$ cat src/rtl/nes_pad_reader_pkg.sv
// Shared constants for the gamepad reader: button bit positions, FSM encoding
// and the board clock frequency also used by the VGA timing block.
package nes_pad_reader_pkg;

  localparam int CLK_HZ_DEFAULT = 25_000_000;

  localparam int NUM_BUTTONS = 8;
  localparam int BTN_A       = 0;
  localparam int BTN_B       = 1;
  localparam int BTN_SELECT  = 2;
  localparam int BTN_START   = 3;
  localparam int BTN_UP      = 4;
  localparam int BTN_DOWN    = 5;
  localparam int BTN_LEFT    = 6;
  localparam int BTN_RIGHT   = 7;

  localparam logic [1:0] ST_IDLE   = 2'd0;
  localparam logic [1:0] ST_LATCH  = 2'd1;
  localparam logic [1:0] ST_SHIFT  = 2'd2;
  localparam logic [1:0] ST_UPDATE = 2'd3;

endpackage

$ cat src/rtl/sync_2ff.sv
// Generic two-flop synchroniser for asynchronous inputs; the reset value lets
// each input come out of reset in its inactive level.
module sync_2ff #(
  parameter int               WIDTH     = 1,
  parameter logic [WIDTH-1:0] RESET_VAL = '0
) (
  input  logic             i_clk,
  input  logic             i_rst_n,
  input  logic [WIDTH-1:0] i_d,
  output logic [WIDTH-1:0] o_q
);

  logic [WIDTH-1:0] r_meta;
  logic [WIDTH-1:0] r_sync;

  always_ff @(posedge i_clk or negedge i_rst_n) begin
    if (!i_rst_n) begin
      r_meta <= RESET_VAL;
      r_sync <= RESET_VAL;
    end else begin
      r_meta <= i_d;
      r_sync <= r_meta;
    end
  end

  assign o_q = r_sync;

endmodule

$ cat src/rtl/nes_pad_reader.sv
// Polls an NES serial gamepad once per poll period and presents the eight
// button levels (1 = pressed) with a one-cycle valid strobe per completed read.
module nes_pad_reader
  import nes_pad_reader_pkg::*;
#(
  parameter int CLK_HZ          = CLK_HZ_DEFAULT,
  parameter int POLL_HZ         = 60,
  parameter int HALF_BIT_CYCLES = 150
) (
  input  logic clk,
  input  logic reset_n,
  input  logic pad_data,
  output logic pad_latch,
  output logic pad_clk,
  output logic A,
  output logic B,
  output logic select,
  output logic start,
  output logic up,
  output logic down,
  output logic left,
  output logic right,
  output logic valid
);

  localparam int POLL_CYCLES = CLK_HZ / POLL_HZ;
  localparam int PCW         = $clog2(POLL_CYCLES);
  localparam int PW          = $clog2(2 * HALF_BIT_CYCLES);

  localparam logic [PCW-1:0] POLL_LAST = PCW'(POLL_CYCLES - 1);
  localparam logic [PW-1:0]  PH_LAST   = PW'(2 * HALF_BIT_CYCLES - 1);
  localparam logic [PW-1:0]  PH_HALF   = PW'(HALF_BIT_CYCLES);

  if (!(POLL_CYCLES > 20 * HALF_BIT_CYCLES + 4)) begin : g_poll_check
    $error("nes_pad_reader: poll period too short for one pad read");
  end

  logic                   w_pad_data_sync;
  logic                   w_pressed;
  logic                   w_tick;
  logic                   w_slot_end;
  logic [1:0]             w_state_next;
  logic [PW-1:0]          w_phase_next;
  logic [2:0]             w_idx_next;
  logic [NUM_BUTTONS-1:0] w_shift_next;
  logic                   w_pad_clk_next;

  logic [PCW-1:0]         r_poll_cnt;
  logic [1:0]             r_state;
  logic [PW-1:0]          r_phase;
  logic [2:0]             r_idx;
  logic [NUM_BUTTONS-1:0] r_shift;
  logic [NUM_BUTTONS-1:0] r_buttons;
  logic                   r_valid;
  logic                   r_pad_latch;
  logic                   r_pad_clk;

  sync_2ff #(
    .WIDTH     (1),
    .RESET_VAL (1'b1)
  ) u_sync_data (
    .i_clk   (clk),
    .i_rst_n (reset_n),
    .i_d     (pad_data),
    .o_q     (w_pad_data_sync)
  );

  assign w_pressed = ~w_pad_data_sync;
  assign w_tick    = (r_poll_cnt == POLL_LAST);

  always_comb begin
    w_state_next = r_state;
    w_phase_next = r_phase;
    w_idx_next   = r_idx;
    w_slot_end   = 1'b0;
    case (r_state)
      ST_IDLE: begin
        if (w_tick) begin
          w_state_next = ST_LATCH;
          w_phase_next = '0;
        end
      end
      ST_LATCH: begin
        if (r_phase == PH_LAST) begin
          w_state_next = ST_SHIFT;
          w_phase_next = '0;
          w_idx_next   = '0;
        end else begin
          w_phase_next = r_phase + 1'b1;
        end
      end
      ST_SHIFT: begin
        if (r_phase == PH_LAST) begin
          w_slot_end   = 1'b1;
          w_phase_next = '0;
          if (r_idx == 3'd7) w_state_next = ST_UPDATE;
          else               w_idx_next   = r_idx + 1'b1;
        end else begin
          w_phase_next = r_phase + 1'b1;
        end
      end
      default: w_state_next = ST_IDLE;
    endcase

    // Slot 7's bit is merged here so the buttons can load on the same edge.
    w_shift_next = r_shift;
    if (w_slot_end) w_shift_next[r_idx] = w_pressed;

    w_pad_clk_next = (w_state_next == ST_SHIFT) && (w_idx_next != 3'd0) &&
                     (w_phase_next < PH_HALF);
  end

  always_ff @(posedge clk or negedge reset_n) begin
    if (!reset_n) begin
      r_poll_cnt  <= '0;
      r_state     <= ST_IDLE;
      r_phase     <= '0;
      r_idx       <= '0;
      r_shift     <= '0;
      r_buttons   <= '0;
      r_valid     <= 1'b0;
      r_pad_latch <= 1'b0;
      r_pad_clk   <= 1'b0;
    end else begin
      r_poll_cnt  <= w_tick ? '0 : r_poll_cnt + 1'b1;
      r_state     <= w_state_next;
      r_phase     <= w_phase_next;
      r_idx       <= w_idx_next;
      r_shift     <= w_shift_next;
      r_valid     <= (w_state_next == ST_UPDATE);
      r_pad_latch <= (w_state_next == ST_LATCH);
      r_pad_clk   <= w_pad_clk_next;
      if (w_state_next == ST_UPDATE) r_buttons <= w_shift_next;
    end
  end

  assign pad_latch = r_pad_latch;
  assign pad_clk   = r_pad_clk;
  assign valid     = r_valid;
  assign A         = r_buttons[BTN_A];
  assign B         = r_buttons[BTN_B];
  assign select    = r_buttons[BTN_SELECT];
  assign start     = r_buttons[BTN_START];
  assign up        = r_buttons[BTN_UP];
  assign down      = r_buttons[BTN_DOWN];
  assign left      = r_buttons[BTN_LEFT];
  assign right     = r_buttons[BTN_RIGHT];

endmodule

$ cat config.mk
export PLATFORM = sky130hd
export DESIGN_NAME = nes_pad_reader
export DESIGN_NICKNAME = d
export VERILOG_FILES = /design/src/rtl/nes_pad_reader_pkg.sv /design/src/rtl/sync_2ff.sv /design/src/rtl/nes_pad_reader.sv
export SDC_FILE = /design/constraint.sdc
export NUM_CORES = 1
export LEC_CHECK = 0
export ABC_AREA = 0
export CAP_MARGIN = 40
export CELL_PAD_IN_SITES_DETAIL_PLACEMENT = 1
export CELL_PAD_IN_SITES_GLOBAL_PLACEMENT = 1
export CORE_ASPECT_RATIO = 1.5
export CORE_MARGIN = 3
export CORE_UTILIZATION = 43
export CTS_CLUSTER_SIZE = 8
export DETAILED_ROUTE_END_ITERATION = 10
export GPL_ROUTABILITY_DRIVEN = 0
export PLACE_DENSITY_LB_ADDON = 0.1
export SLEW_MARGIN = 20
export SYNTH_ARGS = -nofsm -noshare
export SYNTH_HDL_FRONTEND = slang
export SYNTH_SLANG_ARGS = --single-unit
$ cat constraint.sdc
create_clock -name clk -period 2.3 [get_ports clk]
set_input_delay 0.345 -clock clk [delete_from_list [all_inputs] [get_ports clk]]
set_output_delay 0.345 -clock clk [all_outputs]
set_load 0.05 [all_outputs]
==> results of run 1 <==
sequential cells by signal (all words and copies together), names as in the netlist:
register	flops
pad_clk	1
pad_latch	1
r_buttons	8
r_idx	3
r_phase	9
r_poll_cnt	19
r_shift	8
r_state	2
u_sync_data.o_q	1
u_sync_data.r_meta	1
valid	1
cells in the mapped netlist, types with 2 or more instances:
master / n / area share
a21o_1: 3 / 0.0084
a21oi_1: 3 / 0.0056
and3_1: 7 / 0.016
clkbuf_1: 6 / 0.0084
dfrtp_1: 52 / 0.49
dfstp_2: 2 / 0.020
ha_1: 9 / 0.042
inv_1: 11 / 0.015
mux2_1: 7 / 0.029
mux2i_1: 2 / 0.0075
nand2_1: 15 / 0.021
nand2b_1: 5 / 0.012
nand3_1: 16 / 0.030
nor2_1: 26 / 0.036
nor2b_1: 4 / 0.0094
nor3_1: 4 / 0.0075
nor3b_1: 2 / 0.0056
nor4b_1: 2 / 0.0066
nor4bb_1: 3 / 0.011
o21a_1: 2 / 0.0056
o21ai_0: 9 / 0.017
o21ai_1: 2 / 0.0037
o22a_1: 3 / 0.0098
o31ai_1: 9 / 0.025
o41ai_1: 2 / 0.0066
xnor2_1: 10 / 0.033
xor2_1: 8 / 0.026
kinds of logic (layout without fill, tap and decap cells):
group | count (synthesis) | count (layout) | share of synthesized area
simple gates | 96 | 96 | 0.200
flops | 54 | 54 | 0.506
compound gates | 45 | 45 | 0.123
buf+inv | 19 | 58 | 0.0285
xor+xnor | 18 | 18 | 0.0590
mux | 10 | 10 | 0.0412
fa+ha+maj | 9 | 9 | 0.0421
layer usage:
| layer | vias up | global-route usage |
|---|---|---|
| li1 | 959 | - |
| met5 | - | 0 |
| met1 | 987 | 0.195 |
| met2 | 21 | 0.329 |
| met4 | 0 | 0.0826 |
| met3 | 9 | 0.0312 |
final cells by class:
type | count | area [um2]
clock buffer | 7 | 96.3
clock inverter | 1 | 8.76
fill | 642 | 2660
multi-input combinational | 178 | 1320
sequential | 54 | 1350
timing repair buffer | 39 | 345
inverter | 11 | 41.3
tap | 72 | 90.1
critical path, stage by stage (launching register included):
cell,delay (ns)
dfrtp_1,0.39
or4b_4,0.60
nor2_8,0.16
nand2_4,0.08
or4_4,0.44
a21o_1,0.21
mux2_2,0.25
worst paths after layout:
path	start	to	slack (ns)	depth (start not counted)
min in group clk	u_sync_data.r_meta	u_sync_data.o_q	0.37	0
max in group asynchronous	reset_n	u_sync_data.o_q	1.62	2
hold / removal	reset_n	r_poll_cnt[2]	0.05	1
setup / recovery	r_phase[2]	r_buttons[0]	0.07	6
hold reg to reg	u_sync_data.r_meta	u_sync_data.o_q	0.37	0
setup reg to reg	r_phase[2]	r_buttons[0]	0.07	6
cell usage in the layout (no fill, tap or decap), types with 3 or more instances in the layout:
master | netlist | layout
xnor2_1 | 10 | 10
nor2_1 | 26 | 25
o21ai_0 | 9 | 9
a21oi_1 | 3 | 3
clkbuf_8 | 0 | 7
nor2b_1 | 4 | 4
nand2b_1 | 5 | 5
and3_1 | 7 | 7
buf_4 | 1 | 24
clkdlybuf4s50_1 | 0 | 12
ha_1 | 9 | 8
o31ai_1 | 9 | 8
nand2_1 | 15 | 15
mux2_1 | 7 | 7
xor2_1 | 8 | 8
a21o_1 | 3 | 3
inv_1 | 11 | 11
dfrtp_1 | 52 | 52
nor3_1 | 4 | 4
o22a_1 | 3 | 3
nand3_1 | 16 | 14
per-stage QoR:
stage               cell area (um2)  power (mW)  instances
floorplan                      2670       0.973        251
global placement               3070       0.998        353
detailed placement             3070       0.999        353
CTS                            3180        1.59        361
global route                   3260        1.62        362
finish                         3260        1.55        362
what timing repair did:
item                                   in CTS  in global routing
buffers inserted                            0                  1
pin swaps                                   0                  4
resized for setup                           1                 14
endpoints found under the hold margin       0                  0
setup endpoints to repair                   1                  9
power by group:
part	switching, mW	internal (mW)	total, mW
clock network	0.299	0.276	0.576
registers	0.00241	0.952	0.954
logic	0.0186	0.00555	0.0241
total	0.320	1.23	1.55
==> results_dict.tcl, run 1 <==
set metrics [dict create \
    core_area_um2 5910 \
    report.final.slew_viol_count 0 \
    row_count 34 \
    fin_setup_tns_ns 0 \
    viasPerCell 5.46 \
    place_ws_ns 0.0210 \
    ys_types 54 \
    fin_crit_sh 0.971 \
    clk_pin_slew_ns 0.09 \
    async_flop_share 1.00 \
    cts_buffer_depth 2 \
    critPathMaxFanout 6 \
    holdWs_ns 0.0462 \
    syn_avg_cell_area_um2 10.7 \
    dr.pass1.iters 4 \
    final_antenna_net_count 0 \
    path_class "flop to flop" \
    irDropWorstVdd_v 0.000267 \
    synth_edf_count 0 \
    antenna_found_initial 0 \
    htreeDepth 2 \
    drc_errors 0 \
    nets 301 \
    finalHoldViolations 0 \
    grt_pass1_wl_um 10000 \
    drtIter0Drc 45 \
    leakage_nw 1.55 \
    finalCriticalPeriod_ns 2.23 \
    hold_class "input port to async pin" \
    wire_per_inst_um 15.9 \
    num_io_pins 14 \
    dieWidth_um 70.4 \
    drive_gt1_frac 0.193 \
    grt_pass1_vias 2119 \
    required_ns 2.50 \
    synth_nets 263 \
    grt_max_degree 30 \
    cts.sinks 54 \
    start_util 0.452 \
    dp_hpwl_um 4410 \
    utilization 0.551 \
    final.setup.worst_slack_ns 0.0673 \
    met1_length_um 2360 \
    arrival_ns 2.43 \
    grt_usage 0.177 \
    fmax_ghz 0.448 \
    syn_inst 251 \
    status "complete, no violations" \
    yosys_warnings 0 \
    grt-ovfl-total 0 \
    io_buffers 13 \
    cts_hold_buf 0 \
    rsz0062_at_grt "true" \
    cts_tree "built" \
    finalSetupViolCount 0 \
    root_buffer "clkbuf_8" \
    yosysSeqAreaShare 0.506 \
    start_kind "flop" \
    netlist_area_um2 2670 \
    diodes 0 \
    area_growth_pct 21.8 \
    powerDensity_nw_per_um2 477 \
    synthFlopType "dfrtp_1" \
    die_h_um 103 \
    dr_wl_met2_um 3140 \
    numCtsBuffers 5 \
    clock_latency_ns 0.30 \
    wl_um 5750 \
    cap_violations 0 \
    slew_headroom 0.584 \
    floorplan.die_area_um2 7220 \
    top_layer "met4" \
    ys_ff_latch 54 \
    end_kind "flop" \
    tightest_slew_ns 0.624 \
    fin_skew_ns 0.00340 \
    vias 1976 \
    wl_met3_um 112 \
]
(Power assumes the default switching activity.)
==> run 2: changes to the inputs <==
--- a/config.mk
+++ b/config.mk
@@ -6,7 +6,7 @@
 export NUM_CORES = 1
 export LEC_CHECK = 0
 export ABC_AREA = 0
-export CAP_MARGIN = 40
+export CAP_MARGIN = 0
 export CELL_PAD_IN_SITES_DETAIL_PLACEMENT = 1
 export CELL_PAD_IN_SITES_GLOBAL_PLACEMENT = 1
 export CORE_ASPECT_RATIO = 1.5
@@ -15,7 +15,8 @@
 export CTS_CLUSTER_SIZE = 8
 export DETAILED_ROUTE_END_ITERATION = 10
 export GPL_ROUTABILITY_DRIVEN = 0
-export PLACE_DENSITY_LB_ADDON = 0.1
+export HOLD_SLACK_MARGIN = 0.03
+export PLACE_DENSITY = 0.79
 export SLEW_MARGIN = 20
 export SYNTH_ARGS = -nofsm -noshare
 export SYNTH_HDL_FRONTEND = slang
==> results_dict.tcl, run 2 (synthesis gave the netlist of run 1 again) <==
set metrics [dict create \
    status "complete, no violations" \
    crit_chain "or4b_4, nor2_8, nand2_4, or4_4, a21o_1, mux2_2" \
    reg2regPathDepth 6 \
    end_kind "flop" \
    critPathMaxFanout 6 \
    required_ns 2.51 \
    num_io_pins 14 \
    dpl-instance-area_um2 3060 \
    fmax_ghz 0.443 \
    dp.cells 352 \
    internal-power_mw 1.18 \
    drc_errors 0 \
    p_sw_uw 350 \
    finalCriticalPeriod_ns 2.26 \
    largest_reg_flops 19 \
    grt-ovfl-total 0 \
    netSwitchingFraction 0.230 \
    die_h_um 103 \
    report.final.slew_viol_count 0 \
    row_count 34 \
    viasPerCell 5.60 \
    dr.pass1.iters 4 \
    clk_pin_slew_ns 0.10 \
    cts_hold_buf 0 \
    p_seq_frac 0.625 \
    irDropWorstVdd_v 0.000349 \
    grt_pass1_vias 2196 \
    wl_um 6460 \
    cts_tree "built" \
    mostFrequentLayoutCells "52 x dfrtp_1, 26 x nor2_1, 25 x buf_4, 15 x nand3_1, 15 x nand2_1" \
    numCtsBuffers 5 \
    drtIter0Drc 53 \
    core_area_um2 5910 \
    cts_buffer_depth 2 \
    htreeDepth 2 \
    n_fill_cell 640 \
    tightest_slew_ns 0.642 \
    comb_power_share 0.016 \
    crit_slowest_cell "or4b_4" \
    fin_cells 363 \
    vias 2033 \
    grt_usage 0.192 \
    finalSetupViolCount 0 \
    powerDensity_nw_per_um2 467 \
    clock_latency_ns 0.31 \
    dp_hpwl_um 4680 \
    wire_per_inst_um 17.8 \
    fin_skew_ns 0.0103 \
    grt_pass1_wl_um 10900 \
    slew_headroom 0.572 \
    cap_violations 0 \
    io_buffers 13 \
    top_regs "r_poll_cnt: 19 flops, r_phase: 9 flops" \
    fin_crit_sh 0.981 \
    grt_max_degree 30 \
    top_register "r_poll_cnt" \
    dieWidth_um 70.4 \
    r2r_end "r_buttons[0]" \
    final_antenna_net_count 0 \
    finalHoldViolations 0 \
    diodes 0 \
    arrival_ns 2.47 \
    floorplan.die_area_um2 7220 \
    path_class "flop to flop" \
    start_util 0.452 \
    hold_class "input port to async pin" \
    leakage_nw 1.57 \
    root_buffer "clkbuf_8" \
    antenna_found_initial 0 \
    fin_area_um2 3270 \
    start_kind "flop" \
    drive_gt1_frac 0.216 \
    cpPeakStageDelay_ns 0.63 \
    cts.sinks 54 \
    regToRegSetupSlack_ns 0.04 \
    rsz0062_at_grt "true" \
    clockPowerShare 0.358 \
    final_common_cell "dfrtp_1" \
    area_growth_pct 22.2 \
    r2r-start "r_phase[6]" \
    nets 302 \
    power.total_mw 1.53 \
]
==> run 2: cell count changes in the layout (fill, tap and decap cells not counted), sizes merged <==
cell and delta:
buf +1, clkbuf -2, clkinv -1, clkinvlp +2, inv +1
==> run 2: cell type report <==
type                    count  area (um2)  share of cell area
flip-flops and latches     54        1350               0.414
well taps                  72        90.1              0.0276
clock buffers               5        68.8              0.0211
inverters                  11        41.3              0.0126
clock inverters             3        23.8             0.00728
repair buffers             40         353               0.108
multi-input cells         178        1340               0.409
==> run 2: power groups by stage <==
| stage | Combinational, mW | Clock (mW) | Sequential (mW) |
|---|---|---|---|
| floorplan | 0.00181 | 0 | 0.971 |
| global placement | 0.0265 | 0 | 0.973 |
| detailed placement | 0.0263 | 0 | 0.973 |
| CTS | 0.0265 | 0.568 | 0.955 |
| global route | 0.0286 | 0.606 | 0.955 |
| finish | 0.0247 | 0.547 | 0.955 |
==> run 2: worst max-delay path by stage <==
stage / from / endpoint / depth (start not counted)
floorplan: r_phase[2] / r_buttons[0] / 7
global placement: r_phase[2] / r_buttons[0] / 7
detailed placement: r_poll_cnt[4] / pad_clk / 8
CTS: r_phase[2] / r_buttons[6] / 8
global route: r_poll_cnt[1] / pad_clk / 10
finish: r_phase[6] / r_buttons[0] / 6
==> run 2: repair_timing <==
item,CTS,global route
pin swaps,0,4
endpoints found under the hold margin,0,0
setup endpoints to repair,4,9
setup buffers,0,3
gates resized for setup,2,17
==> run 2: through the flow <==
stage	setup TNS [ns]	worst slack, ns	hold slack (ns)	utilization
final	0	0.0433	0.0466	0.552
after global routing	-0.212	-0.0644	0.0772	0.552
after CTS	0	0.00936	0.0641	0.535
after detailed placement	0	0.00753	0.350	0.517
after global placement	0	0.0800	0.345	0.517
after floorplan	0	0.00248	0.0494	-
==> run 2: metal layers <==
layer | global-route usage | routed length [um] | vias to the layer above
li1 | - | - | 960
met4 | 0.0678 | 104 | 0
met2 | 0.373 | 3730 | 20
met5 | 0 | 0 | -
met1 | 0.212 | 2540 | 1046
met3 | 0.0234 | 89 | 7
==> run 2: worst max-delay path, delay by kind of cell (launching register included) <==
family / cells / cell delay (ns)
AO/OA/AOI/OAI: 1 / 0.18
flip-flops: 1 / 0.40
multiplexers: 1 / 0.25
AND/OR/NAND/NOR: 4 / 1.33
==> run 3: changes to the inputs <==
--- a/config.mk
+++ b/config.mk
@@ -16,7 +16,7 @@
 export DETAILED_ROUTE_END_ITERATION = 10
 export GPL_ROUTABILITY_DRIVEN = 0
 export HOLD_SLACK_MARGIN = 0.03
-export PLACE_DENSITY = 0.79
+export PLACE_DENSITY_LB_ADDON = 0.1
 export SLEW_MARGIN = 20
 export SYNTH_ARGS = -nofsm -noshare
 export SYNTH_HDL_FRONTEND = slang
==> results of run 3 <==
The final DEF is identical to that of run 1; final timing and power are the same.
